$ cat config.mk
export PLATFORM = sky130hd
export DESIGN_NAME = pixel_compositor_flat
export DESIGN_NICKNAME = d
export VERILOG_FILES = /design/src/rtl/game_pkg.sv /design/src/rtl/pixel_compositor_if.sv /design/src/rtl/box_hit.sv /design/src/rtl/pixel_compositor.sv /design/src/flat_wrapper.sv
export SDC_FILE = /design/constraint.sdc
export NUM_CORES = 1
export LEC_CHECK = 0
export CAP_MARGIN = 20
export CORE_UTILIZATION = 57
export DETAILED_ROUTE_END_ITERATION = 7
export PLACE_DENSITY = 0.87
export RECOVER_POWER = 25
export SYNTH_ARGS = -nofsm -noshare
export SYNTH_HDL_FRONTEND = slang
export SYNTH_SLANG_ARGS = --single-unit
$ cat constraint.sdc
create_clock -name clk -period 5.75 [get_ports clk]
set_clock_uncertainty 0.15 [all_clocks]
set_input_delay 0.575 -clock clk [delete_from_list [all_inputs] [get_ports clk]]
set_output_delay 0.575 -clock clk [all_outputs]
set_load 0.02 [all_outputs]
$ cat src/rtl/game_pkg.sv
// Shared game/scene definitions for the pixel compositor.
// Holds screen size, sprite/bullet/shield/HP geometry, the 24-bit palette,
// game-state encodings, snapshot structs and small geometry helpers.
package game_pkg;

  // Screen extent (pixel coordinates are unsigned).
  localparam logic [10:0] SCR_W = 11'd640;
  localparam logic [9:0]  SCR_H = 10'd480;

  // Geometry, kept 12-bit signed so all box math shares one width.
  localparam logic signed [11:0] CHR_W      = 12'sd64;
  localparam logic signed [11:0] CHR_H      = 12'sd96;
  localparam logic signed [11:0] SQUAT_H    = 12'sd48;
  localparam logic signed [11:0] SHIELD_PAD = 12'sd8;
  localparam logic signed [11:0] BUL_W      = 12'sd16;
  localparam logic signed [11:0] BUL_H      = 12'sd8;
  localparam logic signed [11:0] HP_SEG_W   = 12'sd32;
  localparam logic signed [11:0] HP_SEG_H   = 12'sd12;
  localparam logic signed [11:0] HP_Y       = 12'sd16;
  localparam logic signed [11:0] HP_PITCH   = 12'sd36;
  localparam logic signed [11:0] HP_P_X0    = 12'sd16;
  localparam logic signed [11:0] HP_E_X0    = 12'sd508;
  localparam int                 HP_SEGS    = 3;

  // Palette {R,G,B}.
  localparam logic [23:0] COL_START    = 24'h000080;
  localparam logic [23:0] COL_WIN      = 24'h00C000;
  localparam logic [23:0] COL_LOSE     = 24'hC00000;
  localparam logic [23:0] COL_BG       = 24'h101010;
  localparam logic [23:0] COL_PLAYER   = 24'h2080FF;
  localparam logic [23:0] COL_ENEMY    = 24'hFF4020;
  localparam logic [23:0] COL_SHIELD   = 24'h00FFFF;
  localparam logic [23:0] COL_GOOD     = 24'hFFFF00;
  localparam logic [23:0] COL_BAD      = 24'hFF00FF;
  localparam logic [23:0] COL_HP       = 24'h00FF00;
  localparam logic [23:0] COL_HP_EMPTY = 24'h404040;

  typedef enum logic [1:0] {
    ST_START = 2'b00,
    ST_PLAY  = 2'b01,
    ST_WIN   = 2'b10,
    ST_LOSE  = 2'b11
  } game_state_e;

  typedef struct packed {
    logic signed [10:0] x;
    logic signed [9:0]  y;
    logic [1:0]         hp;
    logic               shield;
    logic               squat;
  } chr_snap_t;

  typedef struct packed {
    logic signed [10:0] x;
    logic signed [9:0]  y;
    logic               ise;
  } bul_snap_t;

  // state sits in the MSBs so an all-zero snapshot is ST_START.
  typedef struct packed {
    game_state_e state;
    chr_snap_t   pl;
    chr_snap_t   en;
    bul_snap_t   gb;
    bul_snap_t   bb;
  } snap_t;

  typedef struct packed {
    logic signed [11:0] x;
    logic signed [11:0] y;
    logic signed [11:0] w;
    logic signed [11:0] h;
  } box_t;

  function automatic logic signed [11:0] sx11(logic signed [10:0] v);
    return {v[10], v};
  endfunction

  function automatic logic signed [11:0] sx10(logic signed [9:0] v);
    return {{2{v[9]}}, v};
  endfunction

  // Character box; squatting keeps the bottom edge and halves the height.
  function automatic box_t chr_box(chr_snap_t c);
    box_t b;
    b.x = sx11(c.x);
    b.w = CHR_W;
    if (c.squat) begin
      b.y = sx10(c.y) + (CHR_H - SQUAT_H);
      b.h = SQUAT_H;
    end else begin
      b.y = sx10(c.y);
      b.h = CHR_H;
    end
    return b;
  endfunction

  function automatic box_t grow_box(box_t b);
    box_t g;
    g.x = b.x - SHIELD_PAD;
    g.y = b.y - SHIELD_PAD;
    g.w = b.w + SHIELD_PAD + SHIELD_PAD;
    g.h = b.h + SHIELD_PAD + SHIELD_PAD;
    return g;
  endfunction

  function automatic box_t bul_box(bul_snap_t u);
    box_t b;
    b.x = sx11(u.x);
    b.y = sx10(u.y);
    b.w = BUL_W;
    b.h = BUL_H;
    return b;
  endfunction

endpackage

$ cat src/rtl/pixel_compositor_if.sv
// Pixel stream bundle for the compositor.
//   i_pix_valid/i_pix_x/i_pix_y : pixel request from the timing generator
//   o_pix_valid/o_rgb           : composited colour, two cycles later
// master = pixel source / colour sink, slave = compositor.
interface pixel_compositor_if;
  logic        i_pix_valid;
  logic [10:0] i_pix_x;
  logic [9:0]  i_pix_y;
  logic        o_pix_valid;
  logic [23:0] o_rgb;

  modport master (output i_pix_valid, i_pix_x, i_pix_y,
                  input  o_pix_valid, o_rgb);
  modport slave  (input  i_pix_valid, i_pix_x, i_pix_y,
                  output o_pix_valid, o_rgb);
endinterface

$ cat src/rtl/box_hit.sv
// Combinational point-in-box test: org <= p < org+size on both axes.
// All operands are 12-bit signed so negative origins clip instead of wrapping.
//   org_x/org_y : box top-left, w/h : box size, px/py : pixel (non-negative)
//   hit         : pixel inside box
module box_hit (
  input  logic signed [11:0] org_x,
  input  logic signed [11:0] org_y,
  input  logic signed [11:0] w,
  input  logic signed [11:0] h,
  input  logic signed [11:0] px,
  input  logic signed [11:0] py,
  output logic               hit
);
  logic signed [11:0] end_x, end_y;
  assign end_x = org_x + w;
  assign end_y = org_y + h;
  assign hit = (px >= org_x) && (px < end_x) && (py >= org_y) && (py < end_y);
endmodule

$ cat src/rtl/pixel_compositor.sv
// Pixel compositor: renders the game scene one pixel per cycle.
//   clk, rst_n     : clock, synchronous active-low reset
//   i_frame_start  : vblank pulse; game inputs are captured into a snapshot
//   i_state, i_player_*, i_enemy_*, i_goodbullet_*, i_badbullet_* : live game state
//   pif (slave)    : pixel request in, {R,G,B} out with fixed latency 2
// Stage 1 registers the hit flags of every drawable, stage 2 the priority colour.
module pixel_compositor
  import game_pkg::*;
(
  input  logic                clk,
  input  logic                rst_n,
  input  logic                i_frame_start,
  input  logic [1:0]          i_state,
  input  logic signed [10:0]  i_player_x,
  input  logic signed [9:0]   i_player_y,
  input  logic [1:0]          i_player_hp,
  input  logic                i_player_shield,
  input  logic                i_player_squat,
  input  logic signed [10:0]  i_enemy_x,
  input  logic signed [9:0]   i_enemy_y,
  input  logic [1:0]          i_enemy_hp,
  input  logic                i_enemy_shield,
  input  logic                i_enemy_squat,
  input  logic signed [10:0]  i_goodbullet_x,
  input  logic signed [9:0]   i_goodbullet_y,
  input  logic                i_goodbullet_isE,
  input  logic signed [10:0]  i_badbullet_x,
  input  logic signed [9:0]   i_badbullet_y,
  input  logic                i_badbullet_isE,
  pixel_compositor_if.slave   pif
);

  localparam int STAGES = 2;

  typedef struct packed {
    game_state_e state;
    logic        off;
    logic        good;
    logic        bad;
    logic        pl;
    logic        en;
    logic        shield;
    logic        hp_on;
    logic        hp_lit;
  } s1_t;

  snap_t              snap, live;
  s1_t                s1_d, s1_q;
  logic [STAGES:1]    vld_pipe;
  logic [23:0]        col, rgb_q;
  logic signed [11:0] px, py;
  box_t               pl_b, en_b, pl_s, en_s, gb_b, bb_b;
  logic               pl_hit, en_hit, pls_hit, ens_hit, gb_hit, bb_hit;
  logic [HP_SEGS-1:0] hp_pl_hit, hp_en_hit, hp_pl_lit, hp_en_lit;

  always_comb begin
    live.state     = game_state_e'(i_state);
    live.pl.x      = i_player_x;
    live.pl.y      = i_player_y;
    live.pl.hp     = i_player_hp;
    live.pl.shield = i_player_shield;
    live.pl.squat  = i_player_squat;
    live.en.x      = i_enemy_x;
    live.en.y      = i_enemy_y;
    live.en.hp     = i_enemy_hp;
    live.en.shield = i_enemy_shield;
    live.en.squat  = i_enemy_squat;
    live.gb.x      = i_goodbullet_x;
    live.gb.y      = i_goodbullet_y;
    live.gb.ise    = i_goodbullet_isE;
    live.bb.x      = i_badbullet_x;
    live.bb.y      = i_badbullet_y;
    live.bb.ise    = i_badbullet_isE;
  end

  // Pixel coordinates are unsigned; zero-extend into the signed hit domain.
  assign px = {1'b0, pif.i_pix_x};
  assign py = {2'b00, pif.i_pix_y};

  assign pl_b = chr_box(snap.pl);
  assign en_b = chr_box(snap.en);
  assign pl_s = grow_box(pl_b);
  assign en_s = grow_box(en_b);
  assign gb_b = bul_box(snap.gb);
  assign bb_b = bul_box(snap.bb);

  box_hit u_pl  (.org_x(pl_b.x), .org_y(pl_b.y), .w(pl_b.w), .h(pl_b.h), .px(px), .py(py), .hit(pl_hit));
  box_hit u_en  (.org_x(en_b.x), .org_y(en_b.y), .w(en_b.w), .h(en_b.h), .px(px), .py(py), .hit(en_hit));
  box_hit u_pls (.org_x(pl_s.x), .org_y(pl_s.y), .w(pl_s.w), .h(pl_s.h), .px(px), .py(py), .hit(pls_hit));
  box_hit u_ens (.org_x(en_s.x), .org_y(en_s.y), .w(en_s.w), .h(en_s.h), .px(px), .py(py), .hit(ens_hit));
  box_hit u_gb  (.org_x(gb_b.x), .org_y(gb_b.y), .w(gb_b.w), .h(gb_b.h), .px(px), .py(py), .hit(gb_hit));
  box_hit u_bb  (.org_x(bb_b.x), .org_y(bb_b.y), .w(bb_b.w), .h(bb_b.h), .px(px), .py(py), .hit(bb_hit));

  for (genvar k = 0; k < HP_SEGS; k++) begin : g_hp
    localparam logic signed [11:0] SEG_OFS = HP_PITCH * 12'(k);
    localparam logic [1:0]         SEG_K   = 2'(k);
    box_hit u_pl (.org_x(HP_P_X0 + SEG_OFS), .org_y(HP_Y), .w(HP_SEG_W), .h(HP_SEG_H),
                  .px(px), .py(py), .hit(hp_pl_hit[k]));
    box_hit u_en (.org_x(HP_E_X0 + SEG_OFS), .org_y(HP_Y), .w(HP_SEG_W), .h(HP_SEG_H),
                  .px(px), .py(py), .hit(hp_en_hit[k]));
    assign hp_pl_lit[k] = hp_pl_hit[k] && (SEG_K < snap.pl.hp);
    assign hp_en_lit[k] = hp_en_hit[k] && (SEG_K < snap.en.hp);
  end

  always_comb begin
    s1_d        = '0;
    s1_d.state  = snap.state;
    s1_d.off    = (pif.i_pix_x >= SCR_W) || (pif.i_pix_y >= SCR_H);
    s1_d.good   = gb_hit && snap.gb.ise;
    s1_d.bad    = bb_hit && snap.bb.ise;
    s1_d.pl     = pl_hit;
    s1_d.en     = en_hit;
    // Ring = grown box minus the character box it surrounds.
    s1_d.shield = (pls_hit && snap.pl.shield && !pl_hit) ||
                  (ens_hit && snap.en.shield && !en_hit);
    s1_d.hp_on  = |{hp_pl_hit, hp_en_hit};
    s1_d.hp_lit = |{hp_pl_lit, hp_en_lit};
  end

  always_comb begin
    col = COL_BG;
    if (s1_q.off) col = '0;
    else begin
      unique case (s1_q.state)
        ST_START: col = COL_START;
        ST_WIN:   col = COL_WIN;
        ST_LOSE:  col = COL_LOSE;
        ST_PLAY: begin
          if      (s1_q.good)   col = COL_GOOD;
          else if (s1_q.bad)    col = COL_BAD;
          else if (s1_q.pl)     col = COL_PLAYER;
          else if (s1_q.en)     col = COL_ENEMY;
          else if (s1_q.shield) col = COL_SHIELD;
          else if (s1_q.hp_on)  col = s1_q.hp_lit ? COL_HP : COL_HP_EMPTY;
          else                  col = COL_BG;
        end
        default: col = COL_BG;
      endcase
    end
  end

  // A pixel arriving with i_frame_start already sampled its flags from the
  // old snapshot above; the new snapshot takes effect one cycle later.
  always_ff @(posedge clk) begin
    if (!rst_n) begin
      snap     <= '0;
      vld_pipe <= '0;
      s1_q     <= '0;
      rgb_q    <= '0;
    end else begin
      if (i_frame_start) snap <= live;
      vld_pipe <= {vld_pipe[STAGES-1:1], pif.i_pix_valid};
      s1_q     <= s1_d;
      rgb_q    <= vld_pipe[1] ? col : 24'h0;
    end
  end

  assign pif.o_pix_valid = vld_pipe[STAGES];
  assign pif.o_rgb       = rgb_q;

endmodule

$ cat src/flat_wrapper.sv
// flat-port wrapper written by rule: the top's interface ports become plain ports
module pixel_compositor_flat import game_pkg::*;
  (clk, rst_n, i_frame_start, i_state, i_player_x, i_player_y, i_player_hp, i_player_shield, i_player_squat, i_enemy_x, i_enemy_y, i_enemy_hp, i_enemy_shield, i_enemy_squat, i_goodbullet_x, i_goodbullet_y, i_goodbullet_isE, i_badbullet_x, i_badbullet_y, i_badbullet_isE, pif_i_pix_valid, pif_i_pix_x, pif_i_pix_y, pif_o_pix_valid, pif_o_rgb);
  pixel_compositor_if pif_i ();
  input  logic clk;
  input  logic rst_n;
  input  logic i_frame_start;
  input  logic [1:0] i_state;
  input  logic signed [10:0] i_player_x;
  input  logic signed [9:0] i_player_y;
  input  logic [1:0] i_player_hp;
  input  logic i_player_shield;
  input  logic i_player_squat;
  input  logic signed [10:0] i_enemy_x;
  input  logic signed [9:0] i_enemy_y;
  input  logic [1:0] i_enemy_hp;
  input  logic i_enemy_shield;
  input  logic i_enemy_squat;
  input  logic signed [10:0] i_goodbullet_x;
  input  logic signed [9:0] i_goodbullet_y;
  input  logic i_goodbullet_isE;
  input  logic signed [10:0] i_badbullet_x;
  input  logic signed [9:0] i_badbullet_y;
  input  logic i_badbullet_isE;
  input wire logic [$bits(pif_i.i_pix_valid)-1:0] pif_i_pix_valid;
  input wire logic [$bits(pif_i.i_pix_x)-1:0] pif_i_pix_x;
  input wire logic [$bits(pif_i.i_pix_y)-1:0] pif_i_pix_y;
  output wire logic [$bits(pif_i.o_pix_valid)-1:0] pif_o_pix_valid;
  output wire logic [$bits(pif_i.o_rgb)-1:0] pif_o_rgb;
  assign pif_i.i_pix_valid = pif_i_pix_valid;
  assign pif_i.i_pix_x = pif_i_pix_x;
  assign pif_i.i_pix_y = pif_i_pix_y;
  assign pif_o_pix_valid = pif_i.o_pix_valid;
  assign pif_o_rgb = pif_i.o_rgb;
  pixel_compositor u_core (.clk(clk), .rst_n(rst_n), .i_frame_start(i_frame_start), .i_state(i_state), .i_player_x(i_player_x), .i_player_y(i_player_y), .i_player_hp(i_player_hp), .i_player_shield(i_player_shield), .i_player_squat(i_player_squat), .i_enemy_x(i_enemy_x), .i_enemy_y(i_enemy_y), .i_enemy_hp(i_enemy_hp), .i_enemy_shield(i_enemy_shield), .i_enemy_squat(i_enemy_squat), .i_goodbullet_x(i_goodbullet_x), .i_goodbullet_y(i_goodbullet_y), .i_goodbullet_isE(i_goodbullet_isE), .i_badbullet_x(i_badbullet_x), .i_badbullet_y(i_badbullet_y), .i_badbullet_isE(i_badbullet_isE), .pif(pif_i));
endmodule
# After elaboration in Yosys (flattened, before gate mapping)
# Index checks and enable logic that the tools add are counted.
dict set report totals {
  reg_bits 132
  out_inout_bits 25
}
dict set report op_classes {
  n_addsub 22
  n_bitwise 2
  n_mux 12
  reduce_logical 56
  order_cmp 46
  n_eq_ne 3
}
# operator n
set op_table {}
lappend op_table {{$mux W24} 6}
lappend op_table {{$pmux W24 S4} 1}
lappend op_table {{$lt A12 B12 Y1} 6}
lappend op_table {{$add A12 B12 Y12} 4}
lappend op_table {{$ge A11 B12 Y1} 4}
lappend op_table {{$ge A12 B11 Y1} 4}
lappend op_table {{$logic_and A1 B1 Y1} 48}
lappend op_table {{$lt A11 B12 Y1} 4}
lappend op_table {{$ge A11 B10 Y1 const B} 3}
lappend op_table {{$lt A11 B10 Y1 const B} 3}
lappend op_table {{$add A11 B6 Y12 const B} 2}
lappend op_table {{$add A11 B8 Y12 const B} 2}
lappend op_table {{$add A12 B5 Y12 const B} 2}
lappend op_table {{$add A12 B8 Y12 const B} 2}
lappend op_table {{$ge A12 B12 Y1} 2}
lappend op_table {{$mux W12} 2}
lappend op_table {{$sub A11 B5 Y12 const B} 2}
lappend op_table {{$sub A12 B5 Y12 const B} 2}
lappend op_table {{$mux W23} 1}
lappend op_table {{$add A10 B5 Y11 const B} 2}
lappend op_table {{$add A10 B7 Y11 const B} 2}
lappend op_table {{$ge A11 B10 Y1} 2}
lappend op_table {{$lt A11 B11 Y1} 2}
lappend op_table {{$lt A11 B7 Y1 const B} 2}
lappend op_table {{other kinds (20)} 31}

# Depth between registers and ports, before layout
dict set report logic_depth {
  depth_word 9
  depth_mapped 19
  ltp_nobuf 19
}

# Hierarchy
# Synthesis repeated with hierarchy kept, for this count alone.
dict set report unflattened {
  cells_unflattened 3661
  area_unflattened_um2 29681.0
}
# mod instances cells_per_inst area_each_um2
set modules_own_cells {}
lappend modules_own_cells {{box_hit at u_core.g_hp[1].u_en ...} 7 262 2019.4}
lappend modules_own_cells {{box_hit at u_core.g_hp[0].u_en ...} 4 253 2065.7}
lappend modules_own_cells {pixel_compositor 1 555 5251.3}
lappend modules_own_cells {{box_hit at u_core.g_hp[2].u_en} 1 260 2030.7}

# Worst setup path after synthesis
# No wires, ideal clock.
dict set report synth_path {
  path_type {register to register}
  from {reg u_core.snap[78] (netlist name)}
  to {reg u_core.s1_q[2] (netlist name)}
  arrival_time_ns 3.608
  setup_time_ns 0.088
  required_ns 5.512
  n_path_buf 0
  path_stages_with_launch 20
  path_slack_ns 1.904
  path_cell_list {dfxtp_1 > inv_1 > ha_1 > nand2_1 > o21ai_1 > and3_1 > xnor2_1 > ha_1 > ha_1 > a21o_1 > a21oi_1 > xnor2_1 > ha_1 > a21o_1 > a21oi_1 > nand2_1 > o21ai_0 > nor2_1 > o22a_1 > o32ai_2}
}
dict set report synth_via {
  elab_chain_len 9
  elab_cells_between_ends 17
  cone_classes {add/sub (4); order compare (4); mux (1); reduce/logical (8)}
}
# element line_no
set synth_lines {}
lappend synth_lines {{start: declaration} pixel_compositor.sv:47} ;# snap_t snap, live;
lappend synth_lines {{start signal: assignment} pixel_compositor.sv:151} ;# if (i_frame_start) snap <= live;
lappend synth_lines {{$add A10 B7 Y11} game_pkg.sv:89} ;# b.y = sx10(c.y) + (CHR_H - SQUAT_H);
lappend synth_lines {{$mux W12 *} game_pkg.sv:88} ;# if (c.squat) begin
lappend synth_lines {{$sub A12 B5 Y12} game_pkg.sv:101} ;# g.y = b.y - SHIELD_PAD;
lappend synth_lines {{$add A12 B12 Y12 / $ge A11 B12 Y1 (equally long branches)} {box_hit.sv:16, box_hit.sv:17}}
lappend synth_lines {{$lt A11 B12 Y1 / $logic_and A1 B1 Y1 (equally long branches)} box_hit.sv:17} ;# assign hit = (px >= org_x) && (px < end_x) && (py >= org_y) && (py < end_y);
lappend synth_lines {{$logic_and A1 B1 Y1} box_hit.sv:17}
lappend synth_lines {{$logic_and A1 B1 Y1} pixel_compositor.sv:114} ;# s1_d.shield = (pls_hit && snap.pl.shield && !pl_hit) ||
lappend synth_lines {{$logic_and A1 B1 Y1 *} pixel_compositor.sv:114}
lappend synth_lines {{$logic_or A1 B1 Y1 *} pixel_compositor.sv:114}
lappend synth_lines {{end signal: assignment} pixel_compositor.sv:148} ;# s1_q <= '0;
lappend synth_lines {{end signal: assignment} pixel_compositor.sv:153} ;# s1_q <= s1_d;
lappend synth_lines {{end: declaration} pixel_compositor.sv:48} ;# s1_t s1_d, s1_q;
# Mark *: on every way between the ends. The rest lies on a longest branch, timed or not.
# A chain may end at the register's enable or synchronous reset.

# Worst setup path in the final report
dict set report layout_path {
  from {reg u_core.snap[69] (netlist name)}
  to {reg u_core.s1_q[2] (netlist name)}
}
dict set report layout_via {
  elab_chain_len 9
  elab_cells_between_ends 19
  cone_classes {add/sub (5); order compare (4); mux (2); reduce/logical (8)}
}
# element line_no
set layout_lines {}
lappend layout_lines {{$mux W7} game_pkg.sv:88}
lappend layout_lines {{$add A7 B4 Y8} game_pkg.sv:103} ;# g.h = b.h + SHIELD_PAD + SHIELD_PAD;
lappend layout_lines {{$add A12 B5 Y12} game_pkg.sv:103}
lappend layout_lines {{$add A12 B12 Y12} box_hit.sv:16} ;# assign end_y = org_y + h;
lappend layout_lines {{$lt A11 B12 Y1} box_hit.sv:17}
lappend layout_lines {{$logic_and A1 B1 Y1} box_hit.sv:17}
lappend layout_lines {{$logic_and A1 B1 Y1} pixel_compositor.sv:114}
lappend layout_lines {{$logic_and A1 B1 Y1 *} pixel_compositor.sv:114}
lappend layout_lines {{$logic_or A1 B1 Y1 *} pixel_compositor.sv:114}
# Marked as above.

==> impl_results.md <==
* Post-DP HPWL at 21100 um
* Boundary Pins at 146
* Chip width at 142 um
* CTS sink cnt at 122
* CORE AREA at 19000 um^2
* Root Driver: clkbuf_16
* Die height at 142 um
* Vias at 10100
* CP endpoint kind: register
* Metal2 WL at 14000 um
* # Post-CTS Setup Buffers at 0
* Final worst setup slack at 1.39 ns
* First-pass DRT Iterations at 6
* Final Total Pwr at 3170 uW
* Filler cell count at 1429
* Drt via density at 5.89
* Critical path arrival at 4.57 ns
* CTS tree: built
* GPL Wtd Cong at 0.901
* Post-CTS Resized at 0
* Finished Cell Area at 13400 um^2
* Yosys cell types at 69
* Slowest CP cell: dfxtp_1
* Routed WL at 28600 um
* Max_slew headroom at 26.6%
* Pre-CTS setup slack at 1.48 ns
* CP startpoint kind: register
* Row cnt at 50
* Fin. Hold Viols at 0
* Clock slew at reported path FFs at 0.06 ns
* H-tree depth at 4
* Worst-path cell chain: ha_1 -> ha_1 -> xnor2_1 -> inv_1 -> ha_1 -> fa_1 -> a21oi_1 -> nor2_1 -> xor2_1 -> ha_1 -> a21oi_1 -> nand2_1 -> o21ai_0 -> nor2_1 -> o22a_1 -> o32ai_2
* Num CTS Buffers at 17
* Met1 Routed Length at 12000 um
* Vias in the first global route at 10100
* Layout cells sized above 1 at 4.18%
* DRC at 0
* Clk_lat worst skew at 0.44 ns
* Overall global routing resource usage at 29.1%
* Most frequent CP cell: ha_1
* Commonest non-fill, non-tap cell in the layout: ha_1
* Full die area at 20100 um^2
* Gr ovfl total at 0
* Initial Util at 58.8%
* Unrepaired setup endpoints after global routing: false
* Mean cell area of the mapped netlist at 8.45 um^2
* Post-synth ARST share at 0%
* CTS Hold Bufs at 0
* Post-DR wirelength/cell at 16.6 um
* Post-DP Area at 12800 um^2
* Post-synthesis sequential area ratio at 21.9%
* Peak VDD IR at 243 uV
* Synth Warn # at 0
* Syn Inst Count at 1320
* Largest stage delay, worst path at 0.59 ns
* Synthesized cell area at 11100 um^2
* Iter 0 DRT Violations at 603
* Static Leakage at 0.00590 uW
* Clock Tree Buf Depth at 2
* Max_cap viols at 0
* Req. time, crit path at 5.96 ns
* Worst hold slack at 0.340 ns
* Primary FF master, synth: dfxtp_1
* Area delta synth->final at 19.8%
* Ratio of total power to cell area at 237 nW/um^2
* Outcome: finished clean
* EDFF count, synth at 0
* Crit Path Class: register to register
* HP Class: register to register
* Largest net degree at the start of global routing at 101
* Synth Net Count at 1659
* Max Used Layer: met4
* Metal3 WL at 1390 um
* Routed Antenna Nets at 0
* Most frequent cells in the layout: ha_1 (216), nor2_1 (155), dfxtp_1 (122)
* FF+latch count, synth at 122
* Endpoints failing setup at 0
* First-pass GRT wire length at 46700 um
* Port Buffers at 145
* CP Max Fanout at 13
* Final count of pins violating max slew at 0
* Maximum clock rate at 229 MHz
* Final net count at 1787
* Tcrit/Tclk final at 75.9%
* Antenna violations before repair at 1
* Setup TNS at 0 ns
* Worst-Margin Slew at 1.10 ns
* Final Critical Period at 4.36 ns
==> area by class of cell <==
type	count	area (um^2)	share of cell area [%]
clock inverters	12	124	0.927
flip-flops and latches	122	2440	18.3
inverters	122	458	3.43
multi-input cells	1031	8030	60.1
clock buffers	20	457	3.42
repair buffers	154	1520	11.4
diodes	1	2.50	0.0187
well taps	260	325	2.44
==> cells in the mapped netlist, types with 5 or more instances <==
cell type	number	share of area [%]
nor2b_1	16	0.90
or3_1	7	0.39
a211oi_1	12	0.81
xnor2_1	57	4.5
nor3_1	28	1.3
buf_1	10	0.34
a21oi_1	62	2.8
nand4b_1	5	0.39
mux2i_1	98	8.8
inv_1	121	4.1
a21o_1	15	1.0
nand3_1	37	1.7
dfxtp_1	122	22
and3_1	5	0.28
xor2_1	23	1.8
nand2b_1	12	0.67
o31ai_1	6	0.40
buf_4	11	0.74
ha_1	216	24
a31oi_1	12	0.67
o21ai_0	67	3.0
nor2_1	155	5.2
nor4_1	7	0.39
clkbuf_1	21	0.71
nand2_1	46	1.5
nand3b_1	6	0.40
o21a_1	25	1.7
nand4_1	17	0.95
o211ai_1	8	0.54
==> final timing paths <==
path                    from              end  slack, ns  depth (start not counted)
max          u_core.snap[69]   u_core.s1_q[2]       1.39                         16
min          u_core.snap[49]  u_core.snap[49]       0.34                          2
max reg2reg  u_core.snap[69]   u_core.s1_q[2]       1.39                         16
min reg2reg  u_core.snap[49]  u_core.snap[49]       0.34                          2
==> worst max-delay path, delay by kind of cell, from the launching register on <==
kind,cells,cell delay (ns)
adders and majority gates,5,1.59
AOI/OAI and AO/OA,5,1.06
DFF,1,0.59
xor gates and xnor gates,2,0.52
and+or+nand+nor,3,0.24
buffers and inverters,1,0.14
==> kinds of logic after synthesis <==
family                   count (synthesis)  synth area share, %
AND/OR/NAND/NOR                        365                 15.8
adder cells (fa/ha/maj)                221                 24.9
AO/OA/AOI/OAI                          259                 14.9
XOR/XNOR                                88                 7.76
buffers and inverters                  167                 6.03
flip-flops                             122                 21.9
multiplexers                            98                 8.80
==> power breakdown <==
part	internal (uW)	total (uW)	switching (uW)
Clock	656	1090	432
Combinational	532	1140	608
Sequential	889	945	55.3
Total	2080	3170	1100
==> layer usage <==
metal	GRT usage, %	vias to the layer above
met4	16.0	0
li1	-	4939
met1	32.7	4765
met2	52.1	333
met5	0	-
met3	5.03	99
==> metrics by stage <==
stage          std cells  util, %
2_1_floorplan       1320        -
3_3_place_gp        1689     67.4
3_5_place_dp        1689     67.4
4_1_cts             1721     70.5
5_1_grt             1722     70.5
6_report            1722     70.5
==> registers in the layout, summed over array words and instances, names as in the netlist <==
| name | cells |
|---|---|
| u_core.bb_b | 21 |
| u_core.en_b | 11 |
| u_core.gb_b | 21 |
| u_core.pif.o_rgb | 14 |
| u_core.pl_b | 11 |
| u_core.s1_d | 2 |
| u_core.s1_q | 10 |
| u_core.snap | 30 |
| u_core.vld_pipe | 2 |
(Power assumes the default switching activity.)
